`config.mk`:
```
export PLATFORM = sky130hd
export DESIGN_NAME = wash_program_seq_flat
export DESIGN_NICKNAME = d
export VERILOG_FILES = /design/src/rtl/wash_program_seq_if.sv /design/src/rtl/wash_program_seq.sv /design/src/flat_wrapper.sv
export SDC_FILE = /design/constraint.sdc
export NUM_CORES = 1
export LEC_CHECK = 0
export ABC_AREA = 1
export BUFFER_PORTS_ARGS = -buffer_cell sky130_fd_sc_hd__buf_2
export CAP_MARGIN = 10
export CORE_ASPECT_RATIO = 1.1
export CORE_MARGIN = 2
export CORE_UTILIZATION = 55
export CTS_BUF_LIST = sky130_fd_sc_hd__clkbuf_4 sky130_fd_sc_hd__clkbuf_8
export DETAILED_ROUTE_END_ITERATION = 12
export PLACE_DENSITY = 0.77
export SLEW_MARGIN = 20
export SYNTH_ARGS = -nofsm -noshare
export SYNTH_HDL_FRONTEND = slang
export SYNTH_SLANG_ARGS = --single-unit
```
`constraint.sdc`:
```
create_clock -name clk -period 6.6 [get_ports clk]
set_input_delay 0.99 -clock clk [delete_from_list [all_inputs] [get_ports clk]]
set_output_delay 0.99 -clock clk [all_outputs]
set_load 0.05 [all_outputs]
```
`src/rtl/wash_program_seq_if.sv`:
```
// ----------------------------------------------------------------------------
// wash_program_seq_if : control/status bundle for the wash program sequencer
// Rev 1.0
// ----------------------------------------------------------------------------
`default_nettype none

interface wash_program_seq_if #(
  parameter int N_STAGES = 3,
  parameter int TIME_W   = 6
);
  logic                         tick;
  logic                         runBtn;
  logic                         doorOpen;
  logic [N_STAGES-1:0]          stageEn;
  logic [N_STAGES*TIME_W-1:0]   stageTime;
  logic                         fillValve;
  logic                         agitate;
  logic                         drainValve;
  logic                         spin;
  logic [2:0]                   stageIdx;
  logic [TIME_W-1:0]            remain;
  logic                         busy;
  logic                         paused;
  logic                         donePulse;
  logic                         beep;

  modport master (
    output tick, runBtn, doorOpen, stageEn, stageTime,
    input  fillValve, agitate, drainValve, spin, stageIdx, remain,
           busy, paused, donePulse, beep
  );

  modport slave (
    input  tick, runBtn, doorOpen, stageEn, stageTime,
    output fillValve, agitate, drainValve, spin, stageIdx, remain,
           busy, paused, donePulse, beep
  );
endinterface

`default_nettype wire

```
`src/rtl/wash_program_seq.sv`:
```
// ----------------------------------------------------------------------------
// wash_program_seq : N-stage FILL/AGITATE/DRAIN/SPIN sequencer with door pause
// Rev 1.0
// ----------------------------------------------------------------------------
`default_nettype none

module wash_program_seq #(
  parameter int N_STAGES = 3,
  parameter int TIME_W   = 6,
  parameter int FILL_T   = 2,
  parameter int DRAIN_T  = 2,
  parameter int SPIN_T   = 3,
  parameter int BEEP_T   = 4
) (
  input  logic               clk,
  input  logic               resetBtn,
  wash_program_seq_if.slave  bus
);

  localparam logic [TIME_W-1:0] FILL_D  = TIME_W'(FILL_T);
  localparam logic [TIME_W-1:0] DRAIN_D = TIME_W'(DRAIN_T);
  localparam logic [TIME_W-1:0] SPIN_D  = TIME_W'(SPIN_T);
  localparam logic [TIME_W-1:0] BEEP_D  = TIME_W'(BEEP_T);

  typedef enum logic [1:0] {S_IDLE, S_RUN, S_PAUSE, S_DONE} state_t;
  typedef enum logic [1:0] {P_FILL, P_AGIT, P_DRAIN, P_SPIN} phase_t;

  state_t                      state, state_nxt;
  phase_t                      phase, phase_nxt, adv_phase;
  logic [2:0]                  stage, stage_nxt, adv_stage;
  logic [TIME_W-1:0]           rem, rem_nxt, adv_rem;
  logic [TIME_W-1:0]           beep_cnt, beep_nxt;
  logic [N_STAGES-1:0]         en_q;
  logic [N_STAGES*TIME_W-1:0]  time_q;
  logic                        start, adv_done;
  logic [3:0]                  start_sel, next_sel;

  // Lowest enabled stage at or above lo; bit 3 set means none found.
  function automatic logic [3:0] lowest_from(input logic [N_STAGES-1:0] mask,
                                              input logic [3:0] lo);
    logic [3:0] res;
    res = 4'b1000;
    for (int i = N_STAGES - 1; i >= 0; i--) begin
      if (mask[i] && (4'(i) >= lo)) res = {1'b0, 3'(i)};
    end
    return res;
  endfunction

  function automatic logic [TIME_W-1:0] agit_time(input logic [N_STAGES*TIME_W-1:0] tm,
                                                   input logic [2:0] s);
    logic [TIME_W-1:0] t;
    t = '0;
    for (int i = 0; i < N_STAGES; i++) begin
      if (3'(i) == s) t = tm[i*TIME_W +: TIME_W];
    end
    return t;
  endfunction

  assign start_sel = lowest_from(bus.stageEn, 4'd0);
  assign next_sel  = lowest_from(en_q, {1'b0, stage} + 4'd1);

  // Successor of the current sub-phase, used whenever the sub-phase expires.
  always_comb begin
    adv_phase = phase;
    adv_stage = stage;
    adv_rem   = rem;
    adv_done  = 1'b0;
    unique case (phase)
      P_FILL:  begin adv_phase = P_AGIT;  adv_rem = agit_time(time_q, stage); end
      P_AGIT:  begin adv_phase = P_DRAIN; adv_rem = DRAIN_D; end
      P_DRAIN: begin adv_phase = P_SPIN;  adv_rem = SPIN_D;  end
      P_SPIN: begin
        if (next_sel[3]) begin
          adv_done = 1'b1;
        end else begin
          adv_phase = P_FILL;
          adv_stage = next_sel[2:0];
          adv_rem   = FILL_D;
        end
      end
    endcase
  end

  always_comb begin
    state_nxt = state;
    phase_nxt = phase;
    stage_nxt = stage;
    rem_nxt   = rem;
    beep_nxt  = beep_cnt;
    start     = 1'b0;
    unique case (state)
      S_IDLE: begin
        if (bus.runBtn && !bus.doorOpen && !start_sel[3]) begin
          start     = 1'b1;
          state_nxt = S_RUN;
          phase_nxt = P_FILL;
          stage_nxt = start_sel[2:0];
          rem_nxt   = FILL_D;
        end
      end
      S_RUN: begin
        // Pause requests take precedence; a coincident tick is dropped.
        if (bus.runBtn || bus.doorOpen) begin
          state_nxt = S_PAUSE;
        end else if ((rem == '0) || (bus.tick && (rem == TIME_W'(1)))) begin
          if (adv_done) begin
            state_nxt = S_DONE;
            phase_nxt = P_FILL;
            stage_nxt = 3'd0;
            rem_nxt   = '0;
            beep_nxt  = BEEP_D;
          end else begin
            phase_nxt = adv_phase;
            stage_nxt = adv_stage;
            rem_nxt   = adv_rem;
          end
        end else if (bus.tick) begin
          rem_nxt = rem - TIME_W'(1);
        end
      end
      S_PAUSE: begin
        if (bus.runBtn && !bus.doorOpen) state_nxt = S_RUN;
      end
      S_DONE: begin
        if (bus.runBtn || (bus.tick && (beep_cnt <= TIME_W'(1)))) begin
          state_nxt = S_IDLE;
        end else if (bus.tick) begin
          beep_nxt = beep_cnt - TIME_W'(1);
        end
      end
    endcase
  end

  // Outputs are registered from the next-state values so they never glitch.
  always_ff @(posedge clk) begin
    if (resetBtn) begin
      state          <= S_IDLE;
      phase          <= P_FILL;
      stage          <= 3'd0;
      rem            <= '0;
      beep_cnt       <= '0;
      en_q           <= '0;
      time_q         <= '0;
      bus.fillValve  <= 1'b0;
      bus.agitate    <= 1'b0;
      bus.drainValve <= 1'b0;
      bus.spin       <= 1'b0;
      bus.stageIdx   <= 3'd0;
      bus.remain     <= '0;
      bus.busy       <= 1'b0;
      bus.paused     <= 1'b0;
      bus.donePulse  <= 1'b0;
      bus.beep       <= 1'b0;
    end else begin
      state    <= state_nxt;
      phase    <= phase_nxt;
      stage    <= stage_nxt;
      rem      <= rem_nxt;
      beep_cnt <= beep_nxt;
      if (start) begin
        en_q   <= bus.stageEn;
        time_q <= bus.stageTime;
      end
      bus.fillValve  <= (state_nxt == S_RUN) && (phase_nxt == P_FILL);
      bus.agitate    <= (state_nxt == S_RUN) && (phase_nxt == P_AGIT);
      bus.drainValve <= (state_nxt == S_RUN) && ((phase_nxt == P_DRAIN) || (phase_nxt == P_SPIN));
      bus.spin       <= (state_nxt == S_RUN) && (phase_nxt == P_SPIN);
      bus.stageIdx   <= ((state_nxt == S_RUN) || (state_nxt == S_PAUSE)) ? stage_nxt : 3'd0;
      bus.remain     <= ((state_nxt == S_RUN) || (state_nxt == S_PAUSE)) ? rem_nxt : '0;
      bus.busy       <= (state_nxt == S_RUN) || (state_nxt == S_PAUSE);
      bus.paused     <= (state_nxt == S_PAUSE);
      bus.donePulse  <= (state_nxt == S_DONE) && (state != S_DONE);
      bus.beep       <= (state_nxt == S_DONE);
    end
  end

endmodule

`default_nettype wire
```
`src/flat_wrapper.sv`:
```
// flat-port wrapper written by rule: the top's interface ports become plain ports
module wash_program_seq_flat 
#(
  parameter int N_STAGES = 3,
  parameter int TIME_W   = 6,
  parameter int FILL_T   = 2,
  parameter int DRAIN_T  = 2,
  parameter int SPIN_T   = 3,
  parameter int BEEP_T   = 4
)
  (clk, resetBtn, bus_tick, bus_runBtn, bus_doorOpen, bus_stageEn, bus_stageTime, bus_fillValve, bus_agitate, bus_drainValve, bus_spin, bus_stageIdx, bus_remain, bus_busy, bus_paused, bus_donePulse, bus_beep);
  wash_program_seq_if #(.N_STAGES(N_STAGES), .TIME_W(TIME_W)) bus_i ();
  input  logic clk;
  input  logic resetBtn;
  input wire logic [$bits(bus_i.tick)-1:0] bus_tick;
  input wire logic [$bits(bus_i.runBtn)-1:0] bus_runBtn;
  input wire logic [$bits(bus_i.doorOpen)-1:0] bus_doorOpen;
  input wire logic [$bits(bus_i.stageEn)-1:0] bus_stageEn;
  input wire logic [$bits(bus_i.stageTime)-1:0] bus_stageTime;
  output wire logic [$bits(bus_i.fillValve)-1:0] bus_fillValve;
  output wire logic [$bits(bus_i.agitate)-1:0] bus_agitate;
  output wire logic [$bits(bus_i.drainValve)-1:0] bus_drainValve;
  output wire logic [$bits(bus_i.spin)-1:0] bus_spin;
  output wire logic [$bits(bus_i.stageIdx)-1:0] bus_stageIdx;
  output wire logic [$bits(bus_i.remain)-1:0] bus_remain;
  output wire logic [$bits(bus_i.busy)-1:0] bus_busy;
  output wire logic [$bits(bus_i.paused)-1:0] bus_paused;
  output wire logic [$bits(bus_i.donePulse)-1:0] bus_donePulse;
  output wire logic [$bits(bus_i.beep)-1:0] bus_beep;
  assign bus_i.tick = bus_tick;
  assign bus_i.runBtn = bus_runBtn;
  assign bus_i.doorOpen = bus_doorOpen;
  assign bus_i.stageEn = bus_stageEn;
  assign bus_i.stageTime = bus_stageTime;
  assign bus_fillValve = bus_i.fillValve;
  assign bus_agitate = bus_i.agitate;
  assign bus_drainValve = bus_i.drainValve;
  assign bus_spin = bus_i.spin;
  assign bus_stageIdx = bus_i.stageIdx;
  assign bus_remain = bus_i.remain;
  assign bus_busy = bus_i.busy;
  assign bus_paused = bus_i.paused;
  assign bus_donePulse = bus_i.donePulse;
  assign bus_beep = bus_i.beep;
  wash_program_seq #(.N_STAGES(N_STAGES), .TIME_W(TIME_W), .FILL_T(FILL_T), .DRAIN_T(DRAIN_T), .SPIN_T(SPIN_T), .BEEP_T(BEEP_T)) u_core (.clk(clk), .resetBtn(resetBtn), .bus(bus_i));
endmodule
```
* Word-level counts from Yosys, hierarchy flattened
Index checks and enable logic that the tools add are counted.
** Word-level totals
- ROM bits :: 0
- Bits of input ports :: 26
- Logic and storage cells :: 121
- Flip-flop bits (word level) :: 57
- Output and inout port bits :: 17
- Bits in latches :: 0
- RAM bits :: 0
- Memories :: 0
** Cells by class
- Reduce and logical (&&, ||, !) cells :: 27
- Shift-type cells :: 0
- Magnitude comparators :: 4
- Mux-type cells :: 48
- Div/mod/pow operators :: 0
- Bitwise logic cells :: 1
- Add/sub/neg operators :: 3
- Multiply operators :: 0
- Equality and inequality tests :: 21
** Operators with widths (count)
- $mux 6 :: 14
- $mux 4 :: 6
- $pmux 6 s2 :: 2
- $pmux 6 s4 :: 1
- $mux 2 :: 11
- $mux 3 :: 6
- $eq 2x2->1 const B :: 8
- $pmux 2 s4 :: 2
- $logic_and 1x1->1 :: 12
- $sub 6x1->6 const B :: 2
- $eq 2x1->1 const B :: 4
- $ge 1x4->1 const A :: 2
- $ne 2x2->1 const B :: 4
- $eq 6x1->1 const B :: 1
- $le 6x1->1 const B :: 1
- $logic_not 2->1 :: 3
- $logic_not 6->1 :: 1
- $pmux 3 s2 :: 1
- $reduce_and 6->1 :: 1
- $logic_or 1x1->1 :: 5
- $add 3x1->4 const B :: 1
- $ge 2x4->1 const A :: 1
- $mux 1 :: 4
- $ne 2x1->1 const B :: 2
- other kinds (8) :: 9

* Longest topological paths before layout
Gate-level depths: netlist (run 1).
- Depth in word-level cells :: 16
- Gate-level depth with buffers :: 14
- Gate-level depth less buffers :: 14

* Least setup slack after synthesis (run 1)
OpenSTA, ideal clock, no wires.
- Path kind :: in2reg
- Start :: input port bus_runBtn
- End :: register u_core.bus.remain[0]
- Setup time :: 70 ps
- Arrival :: 2358 ps
- Buffers on the path :: 1
- Stages :: 12
- Required time :: 6530 ps
- Setup slack :: 4172 ps
- Cell sequence :: inv_2 > nor2_1 > o21ai_1 > nand2_1 > nand2_2 > buf_4 > nand2_1 > inv_2 > ha_1 > nor2_1 > inv_1 > a21oi_1
** On the way
- Cells in the longest elaborated chain, start to end :: 8
- Elaborated cells between the ends (all ways) :: 17
- Those cells by class :: eq/ne: 2; mux: 8; bitwise: 1; reduce/logical: 6
** Ends and longest elaborated chain
- from (decl) :: RTL line flat_wrapper.sv:16 : input wire logic [$bits(bus_i.runBtn)-1:0] bus_runBtn;
- $logic_and 1x1->1 :: RTL line wash_program_seq.sv:93, wash_program_seq.sv:122
- $logic_and 1x1->1 :: RTL line wash_program_seq.sv:93 : if (bus.runBtn && !bus.doorOpen && !start_sel[3]) begin
- $mux 2 :: RTL line wash_program_seq.sv:93
- $pmux 2 s4 (*) :: RTL line wash_program_seq.sv:91 : unique case (state)
- named net u_core.state_nxt[0] :: RTL line wash_program_seq.sv:28 : state_t state, state_nxt;
- $eq 2x1->1 / $eq 2x2->1 (equally long branches) :: RTL line wash_program_seq.sv:169 : bus.remain <= ((state_nxt == S_RUN) || (state_nxt == S_PAUSE)) ? rem_nxt : '0;
- $logic_or 1x1->1 (*) :: RTL line wash_program_seq.sv:169
- $not 1->1 (no line) (*)
- $reduce_or 2->1 (no line) (*)
- to (signal assigned) :: RTL line wash_program_seq.sv:169
- to (decl) :: RTL line wash_program_seq_if.sv:35 : output fillValve, agitate, drainValve, spin, stageIdx, remain,
The timed path passes the listed nets; every way through them passes the cells marked *.
A chain may end at the register's enable or synchronous reset.

* Final worst setup path (run 1)
- Start :: input port bus_doorOpen
- End :: register u_core.bus.remain[2]
** On the way
- Cells in the longest elaborated chain, start to end :: 9
- Elaborated cells between the ends (all ways) :: 16
- Those cells by class :: eq/ne: 2; mux: 7; bitwise: 1; reduce/logical: 6
** Ends and longest elaborated chain
- from (decl) :: RTL line flat_wrapper.sv:17 : input wire logic [$bits(bus_i.doorOpen)-1:0] bus_doorOpen;
- $logic_not 1->1 :: RTL line wash_program_seq.sv:93, wash_program_seq.sv:122
- $logic_and 1x1->1 :: RTL line wash_program_seq.sv:93, wash_program_seq.sv:122
- $logic_and 1x1->1 :: RTL line wash_program_seq.sv:93
- $mux 2 :: RTL line wash_program_seq.sv:93
- $pmux 2 s4 (*) :: RTL line wash_program_seq.sv:91
- named net u_core.state_nxt[0] :: RTL line wash_program_seq.sv:28
- $eq 2x1->1 / $eq 2x2->1 (equally long branches) :: RTL line wash_program_seq.sv:169
- $logic_or 1x1->1 (*) :: RTL line wash_program_seq.sv:169
- $not 1->1 (no line) (*)
- $reduce_or 2->1 (no line) (*)
Marks and branches as above.

==> results of run 1 <==
==> final cells by class <==
class / count / area, um2
fillers: 481 / 1830
flip-flops and latches: 57 / 1140
repair buffers: 42 / 210
clock buffers: 11 / 151
multi-input cells: 305 / 1610
inverters: 47 / 178
well taps: 75 / 93.8
clock inverters: 5 / 77.6
==> flip-flops by register name (all words and copies together) (netlist names), 2 cells and up <==
signal               count
u_core.bus.stageIdx      3
u_core.stage             3
u_core.rem               6
u_core.state             2
u_core.phase             2
u_core.bus.remain        6
u_core.en_q              3
u_core.beep_cnt          6
u_core.time_q           18
==> kinds of logic after synthesis <==
logic type	Yosys count	synth area share, %
AOI/OAI and AO/OA	88	16.3
xor gates and xnor gates	4	1.18
adders and majority gates	16	6.72
buffers and inverters	56	7.56
DFF	57	38.3
and+or+nand+nor	197	29.9
==> how the worst min path moves through the flow <==
stage / slack, ns / endpoint / depth (start not counted)
after floorplan: 0.42 / u_core.time_q[12] / 2
after global placement: 0.44 / u_core.time_q[1] / 2
after detailed placement: 0.45 / u_core.time_q[8] / 2
after CTS: 0.46 / u_core.time_q[8] / 2
after global routing: 0.48 / u_core.time_q[11] / 2
final: 0.46 / u_core.time_q[11] / 2
==> routing by layer <==
layer | global-route usage (%) | wire length (um) | up-vias
met3 | 6.58 | 390 | 14
met2 | 41.3 | 3360 | 83
li1 | - | - | 1439
met4 | 11.3 | 132 | 0
met5 | 0 | 0 | -
met1 | 30.3 | 3020 | 1270
==> power by group <==
part / leakage, nW / total [mW] / internal, mW / switching, mW
combinational: 1.04 / 0.152 / 0.0472 / 0.104
clock: 0.115 / 0.372 / 0.232 / 0.141
sequential: 0.464 / 0.374 / 0.362 / 0.0120
==> critical path: cells and delay by family <==
kind | cells | cell delay (ns)
simple gates | 5 | 1.07
fa+ha+maj | 1 | 0.36
compound gates | 2 | 0.29
buf+inv | 3 | 0.32
==> cells in the final DEF (no fill, tap or decap), types with 2 or more instances in the layout <==
cell,instances
ha_1,16
o21ai_0,21
bufinv_16,2
clkinv_2,3
dfxtp_1,57
a31oi_1,2
inv_2,15
o21ai_1,9
buf_2,42
clkbuf_8,11
nand2_2,11
nand4_1,3
nor3_1,3
xor2_1,3
a21oi_2,6
inv_1,31
o211ai_1,5
nand2_1,111
nand3b_1,4
nand3_2,2
a21oi_1,42
nor2_1,37
nand3_1,19
==> out/summary.txt, run 1 <==
TIMING
--------------------------------------------------------------------------------------------------------
Hold Slack                                                                                      0.463 ns
Final Worst Setup Slack                                                                          3.82 ns
Worst-margin pin slew                                                                           0.736 ns
F_max                                                                                            360 MHz
Worst-case headroom to the max-slew limit                                                          50.9%
Final min period                                                                                 2.78 ns
Hold Fails Final Rpt                                                                                   0
Worst Clk Skew                                                                                0.00994 ns
Count of pins over their slew limit                                                                    0
Finish-stage setup viols                                                                               0
Unrepaired setup endpoints after global routing                                                       no
Total Neg Setup Slack                                                                               0 ns
Final worst-path cycle share                                                                       42.1%

SYNTH
--------------------------------------------------------------------------------------------------------
Warning count from the yosys run                                                                       0
Post-synth top area share                                                                          38.3%
Netlist area before placement                                                                0.00298 mm2
Commonest cells in the synthesized netlist                                                  nand2_1, dfxtp_1, a21oi_1, nor2_1, inv_1
Net count after synthesis                                                                            460
Number of unique standard cell types used by synthesis                                                34
Post-synth EDFFs                                                                                       0
Average cell area after synthesis                                                               7.13 um2
#FFs+latches synth                                                                                    57
Post-synthesis cell count                                                                            418
Share of synthesized area occupied by flip-flops and latches                                       38.3%
Top_reg_cell synth                                                                               dfxtp_1
Most used standard cell by instance count after synthesis                                        nand2_1
Ys async rst share                                                                                    0%
Library cell with the largest summed area after synthesis                                        dfxtp_1
Ranking of synthesized cells by area                                                        dfxtp_1, nand2_1, a21oi_1

PLACE
--------------------------------------------------------------------------------------------------------
Post-placement worst setup slack                                                                 3.52 ns
# port buffers                                                                                        42
Placed cell areas                                                                            0.00324 mm2
Inst Count DP                                                                                        526
Final RePlAce weighted congestion                                                                  0.877
DP Wirelength                                                                                    5030 um

WORST SETUP PATH
--------------------------------------------------------------------------------------------------------
Worst EP arrival                                                                                 3.05 ns
Destination of the worst register-to-register timing path                                   u_core.bus.remain[2]
Critical Path Start Type                                                                    primary input
Critical Path End                                                                           u_core.bus.remain[2]
Worst reg-to-reg setup slack                                                                     3.96 ns
Worst-path cell chain                                                                       buf_2 -> nor2_1 -> o21ai_1 -> nand2_1 -> nand2_2 -> nand2_1 -> inv_2 -> ha_1 -> nor2_1 -> inv_1 -> a21oi_1
Critical path origin                                                                        bus_doorOpen
Required @ worst endpoint                                                                        6.87 ns
Slowest cell on the critical path                                                                   ha_1
Number of cells on the worst reg-to-reg path                                                          11
Crit Path Class                                                                             primary input to flip-flop
Nature of the critical path endpoint                                                           flip-flop
Maximum fanout encountered on the critical timing path                                                30
Reg-to-reg startpoint                                                                       u_core.stage[1]
Critical Path Max Stage Delay                                                                    0.36 ns

CLOCKING
--------------------------------------------------------------------------------------------------------
Count of buffers added by post-CTS timing repair for setup                                             0
Maximum clock path buffer count                                                                        2
Total CTS buffers                                                                                      9
Sinks on Clock Net                                                                                    57
# hold bufs at CTS                                                                                     0
TritonCTS clock tree                                                                                done
H-tree levels                                                                                          3
CTS root buffer                                                                                 clkbuf_8
Clock insertion delay at the later pin of the skew report                                        0.34 ns
Post-CTS clock slew at the launch and capture registers of the worst setup and hold paths        0.07 ns
Post-cts sizing count                                                                                  0

GLOBAL ROUTING
--------------------------------------------------------------------------------------------------------
GRT Util Overall                                                                                   25.0%
Via count of the first global-routing pass                                                          2616
Number of antenna violations at the first check in global routing                                      0
Overflow left after global routing                                                                     0
Largest net degree at the start of global routing                                                     37
Wire length of the first global-routing pass                                                    11400 um

DIE
--------------------------------------------------------------------------------------------------------
Effective utilization at floorplan                                                                 56.3%
Horizontal die dimension                                                                         74.2 um
Count of pins on the block boundary                                                                   43
Die footprint                                                                                0.00602 mm2
Area of the core                                                                             0.00529 mm2
Cell Rows                                                                                             28
Die Height                                                                                       81.2 um

POWER
--------------------------------------------------------------------------------------------------------
Static leakage                                                                                   1.61 nW
Maximum vdd ir drop                                                                               197 uV
Cell area power density                                                                       259 mW/mm2
Final Total Pwr                                                                                 0.898 mW

LAYOUT
--------------------------------------------------------------------------------------------------------
Relative area change from synthesis to final layout                                                16.3%
Fraction of final layout cells with drive strength greater than 1                                  21.0%
Post-route design area                                                                       0.00346 mm2
Net count reported at finish                                                                         504
Layout Utilization                                                                                 65.5%
Count of non-filler cells in the finished layout                                                     542
Number of antenna cells inserted                                                                       0

RUN
--------------------------------------------------------------------------------------------------------
Max cap viols                                                                                          0

ROUTING
--------------------------------------------------------------------------------------------------------
Routed len/inst                                                                                  12.7 um
Iteration-0 DRC count of the detailed router                                                         172
Detailed Route WL                                                                                6910 um
Via/cell ratio                                                                                      5.18
Post-detailed-route count of antenna-violating nets                                                    0
Final routed DRC violation total                                                                       0
Number of vias in the routed layout                                                                 2806
First drt pass iteration count                                                                         5

RUN STATUS
--------------------------------------------------------------------------------------------------------
Status                                                                                      finished, final reports clean

WORST HOLD PATH
--------------------------------------------------------------------------------------------------------
Hold Crit Start                                                                             u_core.time_q[11]
Min-Delay Path Class                                                                        flip-flop to flip-flop

(Power assumes the default switching activity.)
==> run 2, diff against run 1 <==
==> constraint.sdc (replaced) <==
create_clock -name clk -period 2.9 [get_ports clk]
set_input_delay 0.435 -clock clk [delete_from_list [all_inputs] [get_ports clk]]
set_output_delay 0.435 -clock clk [all_outputs]
set_load 0.05 [all_outputs]
==> run 2 against run 1 <==
Against the previous run:
- via count down 0.29%
- hold slack lost 0.13 ns
- first-iteration DRC count is 5.8% higher
- clock power grew to 2.8 times the previous value
- cell area grew 1.8%
- final cell count grew 0.37%
- register-to-register slack got worse by 3.7 ns
- clock-buffer cell count stayed put
- flip-flop and latch count unchanged
- clock skew grew 0.0015 ns
- sequential share of layout area is 0.58 points lower
==> out/summary.txt, run 2 (synthesis results as in run 1) <==
PLACE
--------------------------------------------------------------------------------------------------------
Placed cell areas                                                                            0.00325 mm2   was 0.00324 mm2
DP Wirelength                                                                                    5020 um   was 5030 um
Post-placement worst setup slack                                                                0.422 ns   was 3.52 ns
Inst Count DP                                                                                        528   was 526
Final RePlAce weighted congestion                                                                  0.889   was 0.877
# port buffers                                                                                        42   unchanged

POWER
--------------------------------------------------------------------------------------------------------
Combinational Power Share                                                                          15.7%   was 16.9%
Final Total Pwr                                                                                  2.23 mW   was 0.898 mW
Share of total power in sequential cells                                                           38.2%   was 41.6%
Cell area power density                                                                       631 mW/mm2   was 259 mW/mm2
Clock power frac                                                                                   46.0%   was 41.5%
Fraction of power spent switching nets                                                             26.6%   was 28.6%
Maximum vdd ir drop                                                                               524 uV   was 197 uV
Internal                                                                                         1.64 mW   was 0.641 mW
Static leakage                                                                                   1.65 nW   was 1.61 nW
Switching power summed over all nets                                                            0.591 mW   was 0.257 mW

TIMING
--------------------------------------------------------------------------------------------------------
F_max                                                                                            385 MHz
Final Worst Setup Slack                                                                         0.302 ns   was 3.82 ns
Worst-case headroom to the max-slew limit                                                          73.4%   was 50.9%
Count of pins over their slew limit                                                                    0   unchanged
Finish-stage setup viols                                                                               0   unchanged
Total Neg Setup Slack                                                                               0 ns   unchanged
Unrepaired setup endpoints after global routing                                                       no   unchanged
Worst-margin pin slew                                                                           0.394 ns   was 0.736 ns
Worst Clk Skew                                                                                 0.0115 ns   was 0.00994 ns
Hold Slack                                                                                      0.330 ns   was 0.463 ns
Hold Fails Final Rpt                                                                                   0   unchanged
Final worst-path cycle share                                                                       89.6%
Final min period                                                                                 2.60 ns

CLOCKING
--------------------------------------------------------------------------------------------------------
Count of buffers added by post-CTS timing repair for setup                                             0   unchanged
Total CTS buffers                                                                                      9   unchanged
Post-CTS clock slew at the launch and capture registers of the worst setup and hold paths        0.07 ns   about the same
Clock insertion delay at the later pin of the skew report                                        0.35 ns   was 0.34 ns
TritonCTS clock tree                                                                                done   unchanged
Maximum clock path buffer count                                                                        2   unchanged
CTS root buffer                                                                                 clkbuf_8   unchanged
Post-cts sizing count                                                                                  0   unchanged
Sinks on Clock Net                                                                                    57   unchanged
H-tree levels                                                                                          3   unchanged
# hold bufs at CTS                                                                                     0   unchanged

GLOBAL ROUTING
--------------------------------------------------------------------------------------------------------
Wire length of the first global-routing pass                                                    11800 um   was 11400 um
Via count of the first global-routing pass                                                          2655   was 2616
Largest net degree at the start of global routing                                                     30   was 37
GRT Util Overall                                                                                   25.8%   was 25.0%
Number of antenna violations at the first check in global routing                                      0   unchanged
Overflow left after global routing                                                                     0   unchanged

DIE
--------------------------------------------------------------------------------------------------------
Effective utilization at floorplan                                                                 56.3%   unchanged
Horizontal die dimension                                                                         74.2 um   unchanged
Cell Rows                                                                                             28   unchanged
Die footprint                                                                                0.00602 mm2   unchanged
Count of pins on the block boundary                                                                   43   unchanged
Area of the core                                                                             0.00529 mm2   unchanged
Die Height                                                                                       81.2 um   unchanged

LAYOUT
--------------------------------------------------------------------------------------------------------
Net count reported at finish                                                                         506   was 504
Count of non-filler cells in the finished layout                                                     544   was 542
Flip-flop count of the largest register after layout                                                  18   unchanged
Largest register by flop count                                                              u_core.time_q   unchanged
Number of antenna cells inserted                                                                       0   unchanged
Commonest non-fill, non-tap cells in the layout                                             nand2_1, dfxtp_1, a21oi_1, buf_2, nor2_1   unchanged
Fraction of final layout cells with drive strength greater than 1                                  21.3%   was 21.0%
Relative area change from synthesis to final layout                                                18.4%   was 16.3%
Post-route design area                                                                       0.00353 mm2   was 0.00346 mm2
Layout Utilization                                                                                 66.7%   was 65.5%
Most common library cell in the layout ignoring fill and taps                                    nand2_1   unchanged

RUN STATUS
--------------------------------------------------------------------------------------------------------
Status                                                                                      finished, final reports clean   unchanged

WORST SETUP PATH
--------------------------------------------------------------------------------------------------------
Maximum fanout encountered on the critical timing path                                                 8   was 30
Nature of the critical path endpoint                                                           flip-flop   unchanged
Crit Path Class                                                                             flip-flop to flip-flop   was primary input to flip-flop
Critical Path Start Type                                                                       flip-flop   was primary input
Critical path origin                                                                        u_core.stage[1]   was bus_doorOpen
Reg-to-reg startpoint                                                                       u_core.stage[1]   unchanged
Required @ worst endpoint                                                                        3.19 ns   was 6.87 ns
Worst EP arrival                                                                                 2.88 ns   was 3.05 ns

ROUTING
--------------------------------------------------------------------------------------------------------
Detailed Route WL                                                                                7040 um   was 6910 um
Routed len/inst                                                                                  12.9 um   was 12.7 um
First drt pass iteration count                                                                         4   was 5
Via/cell ratio                                                                                      5.14   was 5.18
Post-detailed-route count of antenna-violating nets                                                    0   unchanged
Final routed DRC violation total                                                                       0   unchanged
Number of vias in the routed layout                                                                 2798   was 2806
Iteration-0 DRC count of the detailed router                                                         182   was 172

WORST HOLD PATH
--------------------------------------------------------------------------------------------------------
Hold Crit Start                                                                             bus_stageTime[5]   was u_core.time_q[11]
Min-Delay Path Class                                                                        primary input to flip-flop   was flip-flop to flip-flop

RUN
--------------------------------------------------------------------------------------------------------
Max cap viols                                                                                          0   unchanged

run 2: worst paths after layout:
path	endpoint	slack, ns	cells after the start
setup / recovery	u_core.bus.remain[0]	0.30	11
hold / removal	u_core.time_q[5]	0.33	3
setup reg to reg	u_core.bus.remain[0]	0.30	11
hold reg to reg	u_core.time_q[11]	0.47	2
run 2: routing by layer:
layer	part of all wire, %	track usage, %
met3	3.6	5.33
met5	0	0
met4	2.0	11.8
met1	47	31.9
met2	48	42.9
run 2: power by group through the flow:
stage | Clock [mW] | Sequential (mW) | Combinational (mW)
finish | 1.03 | 0.851 | 0.350
global route | 1.07 | 0.855 | 0.395
CTS | 1.03 | 0.850 | 0.349
detailed placement | 0 | 0.867 | 0.345
global placement | 0 | 0.866 | 0.339
floorplan | 0 | 0.890 | 0.235
run 2: critical path, cell delays in order (launching register included):
cell	delay, ns
dfxtp_1	0.47
inv_1	0.16
ha_1	0.27
inv_2	0.11
a21boi_1	0.06
nand2_1	0.15
nand3_2	0.20
o21ai_1	0.32
ha_1	0.34
nor2_1	0.16
inv_1	0.15
a21oi_1	0.14
run 2: final cells by class:
| class | count | area [um2] |
|---|---|---|
| multi-input cells | 305 | 1610 |
| repair buffers | 44 | 225 |
| clock inverters | 5 | 125 |
| well taps | 75 | 93.8 |
| inverters | 47 | 178 |
| flip-flops and latches | 57 | 1140 |
| clock buffers | 11 | 151 |
| fillers | 465 | 1760 |
